File: config.mk
export PLATFORM = sky130hd
export DESIGN_NAME = flipflop_bank
export DESIGN_NICKNAME = d
export VERILOG_FILES = /design/src/rtl/flipflop_pkg.sv /design/src/rtl/ff_next_bit.sv /design/src/rtl/flipflop_bank.sv
export SDC_FILE = /design/constraint.sdc
export NUM_CORES = 1
export LEC_CHECK = 0
export CAP_MARGIN = 5
export CORE_ASPECT_RATIO = 2
export CORE_MARGIN = 2
export CORE_UTILIZATION = 42
export DETAILED_ROUTE_END_ITERATION = 12
export GPL_TIMING_DRIVEN = 1
export PLACE_DENSITY_LB_ADDON = 0.25
export SYNTH_ARGS = -nofsm -noshare
export SYNTH_HDL_FRONTEND = slang
export SYNTH_SLANG_ARGS = --single-unit
File: constraint.sdc
create_clock -name clk -period 1.6 [get_ports clk]
set_clock_uncertainty 0.15 [all_clocks]
set_input_delay 0.24 -clock clk [delete_from_list [all_inputs] [get_ports clk]]
set_output_delay 0.24 -clock clk [all_outputs]
set_load 0.01 [all_outputs]
File: src/rtl/flipflop_pkg.sv
// Shared types for the flip-flop bank: per-bit update mode encoding.
package flipflop_pkg;

  localparam int unsigned MODE_W = 2;

  typedef enum logic [MODE_W-1:0] {
    MODE_JK = 2'b00,
    MODE_SR = 2'b01,
    MODE_D  = 2'b10,
    MODE_T  = 2'b11
  } mode_e;

endpackage : flipflop_pkg

File: src/rtl/ff_next_bit.sv
// Combinational next-state and SR-illegal detection for one bank bit.
module ff_next_bit
  import flipflop_pkg::*;
(
  input  logic       q,
  input  logic       j,
  input  logic       k,
  input  logic [1:0] mode,
  output logic       q_next,
  output logic       ill
);

  always_comb begin
    q_next = q;
    ill    = 1'b0;
    case (mode_e'(mode))
      MODE_JK: begin
        case ({j, k})
          2'b01:   q_next = 1'b0;
          2'b10:   q_next = 1'b1;
          2'b11:   q_next = ~q;
          default: q_next = q;
        endcase
      end
      MODE_SR: begin
        case ({j, k})
          2'b01:   q_next = 1'b0;
          2'b10:   q_next = 1'b1;
          2'b11:   ill    = 1'b1;   // S=R=1: keep state, flag it
          default: q_next = q;
        endcase
      end
      MODE_D:  q_next = j;
      MODE_T:  q_next = j ? ~q : q;
      default: q_next = q;
    endcase
  end

endmodule : ff_next_bit

File: src/rtl/flipflop_bank.sv
// WIDTH-bit bank of mode-selectable flip-flops with parallel load,
// per-bit change mask and sticky SR-illegal tracking.
module flipflop_bank
  import flipflop_pkg::*;
#(
  parameter int unsigned           WIDTH   = 8,
  parameter logic [WIDTH-1:0]      RST_VAL = '0
) (
  input  logic             clk,
  input  logic             rst_n,
  input  logic             en,
  input  logic [1:0]       mode,
  input  logic [WIDTH-1:0] j,
  input  logic [WIDTH-1:0] k,
  input  logic             load,
  input  logic [WIDTH-1:0] load_data,
  input  logic             illegal_clr,
  output logic [WIDTH-1:0] q,
  output logic [WIDTH-1:0] q_bar,
  output logic [WIDTH-1:0] changed,
  output logic [WIDTH-1:0] illegal,
  output logic             illegal_sticky
);

  logic [WIDTH-1:0] upd_q;
  logic [WIDTH-1:0] upd_ill;
  logic [WIDTH-1:0] q_nxt;
  logic [WIDTH-1:0] ill_nxt;
  logic             sticky_nxt;

  for (genvar i = 0; i < int'(WIDTH); i++) begin : g_bit
    ff_next_bit u_bit (
      .q      (q[i]),
      .j      (j[i]),
      .k      (k[i]),
      .mode   (mode),
      .q_next (upd_q[i]),
      .ill    (upd_ill[i])
    );
  end

  // Load beats enable; anything else holds with no illegal report.
  always_comb begin
    q_nxt   = q;
    ill_nxt = '0;
    if (load) begin
      q_nxt = load_data;
    end else if (en) begin
      q_nxt   = upd_q;
      ill_nxt = upd_ill;
    end
  end

  // A fresh illegal event wins over a same-edge clear.
  always_comb begin
    sticky_nxt = illegal_sticky;
    if (|ill_nxt) begin
      sticky_nxt = 1'b1;
    end else if (illegal_clr) begin
      sticky_nxt = 1'b0;
    end
  end

  always_ff @(posedge clk or negedge rst_n) begin
    if (!rst_n) begin
      q              <= RST_VAL;
      changed        <= '0;
      illegal        <= '0;
      illegal_sticky <= 1'b0;
    end else begin
      q              <= q_nxt;
      changed        <= q_nxt ^ q;
      illegal        <= ill_nxt;
      illegal_sticky <= sticky_nxt;
    end
  end

  assign q_bar = ~q;

endmodule : flipflop_bank

==> summary.md <==
| Metric | Value |
|---|---|
| Global Route Usage Sum | 0.220 |
| Diode count | 0 |
| Detail Placement HPWL | between 4 and 5 mm |
| Pwr dens | about 600 mW/mm^2 |
| Routed length per placed instance | between 15 and 20 um |
| Clk sink count | 25 |
| Fmax | around 610 MHz |
| Ys Warns | 0 |
| Vias in the first global route | 2052 |
| Crit start category | input port |
| Ys flop type | dfrtp_1 |
| Post-layout min period | roughly 1.6 ns |
| Violated checks | negative setup slack |
| Antenna violations before repair | 0 |
| Synthesized area | 0.00202 mm^2 |
| Vias | slightly above 2000 |
| Routed Wire Length | slightly below 6 mm |
| GRT overflow | 0 |
| Area post-placement | between 0.002 and 0.003 mm^2 |
| Port Buf Inserts | between 60 and 70 |
| Slew headroom | 0.708 |
| IR drop worst, VDD | 0.573 mV |
| Root Driver | clkbuf_8 |
| DRC errors left | 0 |
| Die Y | 102 um |
| Type of the tightest min-delay check | in -> async |
| H-Tree Depth | 1 |
| Setup WS post-layout | -0.0458 ns |
| Global placer's final weighted congestion | 0.874 |
| P_leak | roughly 0.0016 uW |
| Syn avg cell area | 9.10 um^2 |
| Boundary pin count | 64 |
| Least-Margin Pin Slew | about 0.43 ns |
| Synth Net Count | 269 |
| Synth-to-layout area growth | 61.2% |
| Crit share post-route | 1.03 |
| Drt first pass iters | 4 |
| Asr flop ratio synth | 1.00 |
| Final TNS setup | -0.0458 ns |
| Post-synthesis sequential area ratio | 0.310 |
| Global-route wire length before repair | 9.16 mm |
| First DRT Iteration DRCs | 20 |
| Post-synth cell types | 47 |
| Core footprint | 0.00460 mm^2 |
| Final hold vios | 0 |
| Die ar. | 0.00541 mm^2 |
| Reg clk slew, reported paths | ~0.11 ns |
| Pins over their slew limit | 0 |
| Starting Density | 0.439 |
| Worst endpoint data arrival time | around 1.7 ns |
| Status | finished, violations left |
| CTS Buf Count | 3 |
| Fraction of final layout cells with drive strength greater than 1 | 0.340 |
| Post-route cell area | about 0.0033 mm^2 |
| Clock Path Buffers | 2 |
| Commonest non-fill, non-tap cell in the layout | buf_4 |
| Max FO, Critical Path | 3 |
| RSZ-0062 raised after global routing | true |
| Final setup viols | 1 |
| CTS tree | built |
| Standard-cell rows | 35 |
| Synthesized flop and latch total | 25 |
| Min Hold Slack | between 0.15 and 0.2 ns |
| Max Cap Viol | 0 |
| Filler cell count | ~400 |
| CP required | approximately 1.7 ns |
| Crit end category | flop |
| EDFF count, synth | 0 |
| Worst-Skew Late Latency | between 0.2 and 0.3 ns |
| Routed vias/inst | between 5 and 6 |
| DIE WIDTH | 53.0 um |
| Syn Inst Count | ~220 |
| CTS hold repair buffers | 0 |
| Final nets | roughly 370 |
| Pin count of the biggest net entering global routing | 26 |
| DRT antenna net count | 0 |
| Most frequent cells in the layout | 55 x buf_4, 28 x clkdlybuf4s50_1, 21 x dlygate4sd2_1 |
| Setup CP Type | in -> reg |
## registers in the layout, summed over array words and instances, names as in the netlist
register        count
changed             8
illegal             8
illegal_sticky      1
q                   8
## routing by layer
layer	GRT usage	vias to the layer above	routed length, um
met3	0.0175	8	166
met4	0.0651	0	85
met1	0.231	991	2180
met5	0	-	0
met2	0.438	43	3450
li1	-	1008	-
## worst paths after layout
path / start / to / slack (ns) / cells past startpoint
min: rst_n / illegal_sticky / 0.18 / 2
min reg2reg: illegal_sticky / illegal_sticky / 0.38 / 2
max in group asynchronous: rst_n / q[0] / 0.83 / 2
max: j[1] / changed[1] / -0.05 / 6
min in group clk: k[1] / illegal[1] / 0.22 / 3
max reg2reg: q[1] / changed[1] / -0.02 / 5
## cells in the mapped netlist, types with 2 or more instances
| cell | n | area share |
|---|---|---|
| inv_1 | 18 | 0.033 |
| and2b_1 | 4 | 0.015 |
| nand2_1 | 16 | 0.030 |
| buf_2 | 3 | 0.0074 |
| a211o_1 | 5 | 0.022 |
| or4_1 | 5 | 0.019 |
| nor4_1 | 2 | 0.0062 |
| xor2_1 | 7 | 0.030 |
| o311ai_0 | 4 | 0.017 |
| and3_1 | 8 | 0.025 |
| nor3b_1 | 5 | 0.019 |
| buf_4 | 10 | 0.037 |
| a21oi_1 | 4 | 0.0099 |
| nand3b_1 | 6 | 0.022 |
| dfrtp_1 | 25 | 0.31 |
| nor2_1 | 7 | 0.013 |
| a32oi_1 | 6 | 0.026 |
| and4bb_2 | 3 | 0.019 |
| nor2b_1 | 11 | 0.034 |
| nand4_1 | 2 | 0.0062 |
| a221o_1 | 2 | 0.0099 |
| nor4bb_1 | 3 | 0.015 |
| o21ai_0 | 9 | 0.022 |
| ha_1 | 16 | 0.099 |
| a21boi_1 | 5 | 0.019 |
| a22oi_1 | 6 | 0.022 |
| nand2b_1 | 2 | 0.0062 |
| clkbuf_1 | 9 | 0.017 |
## logic make-up (layout without fill, tap and decap cells)
family,count (synthesis),count (layout),share of synthesized area
flip-flops,25,25,0.310
adder cells (fa/ha/maj),16,16,0.0991
buffers and inverters,42,146,0.108
XOR/XNOR,7,7,0.0304
multiplexers,2,2,0.0105
AO/OA/AOI/OAI,53,53,0.204
AND/OR/NAND/NOR,77,77,0.239
## layout make-up
cell class | count | area (um^2) | share of cell area
inverter | 18 | 67.6 | 0.0208
tap | 55 | 68.8 | 0.0211
clock buffer | 3 | 41.3 | 0.0127
sequential | 25 | 632 | 0.194
timing repair buffer | 124 | 1090 | 0.335
multi-input combinational | 155 | 1350 | 0.414
clock inverter | 1 | 7.51 | 0.00231
## metrics by stage
stage,std cells,util,total power (uW),worst slack (ns)
after floorplan,222,-,1090,-0.0529
after global placement,358,0.633,1460,-0.590
after detailed placement,358,0.633,1480,-0.622
after CTS,375,0.680,1940,-0.0564
after global routing,381,0.708,2080,-0.0808
final,381,0.708,1980,-0.0458
## repair_timing
| item | 4_1_cts | 5_1_grt |
|---|---|---|
| resized for setup | 74 | 32 |
| buffers inserted | 11 | 6 |
| pin swaps | 17 | 14 |
| endpoints found under the setup margin | 41 | 16 |
| gates cloned | 2 | 0 |
## critical path, stage by stage
cell      delay (ns)
clkbuf_2        0.12
ha_4            0.27
and4bb_2        0.23
a211o_1         0.29
or4_1           0.50
nand2_1         0.07
## power breakdown
group          leakage, uW  switching, uW  internal (uW)
Clock            0.0000217            230            177
Sequential        0.000316           27.9            689
Combinational      0.00123            389            469
(Power assumes the default switching activity.)
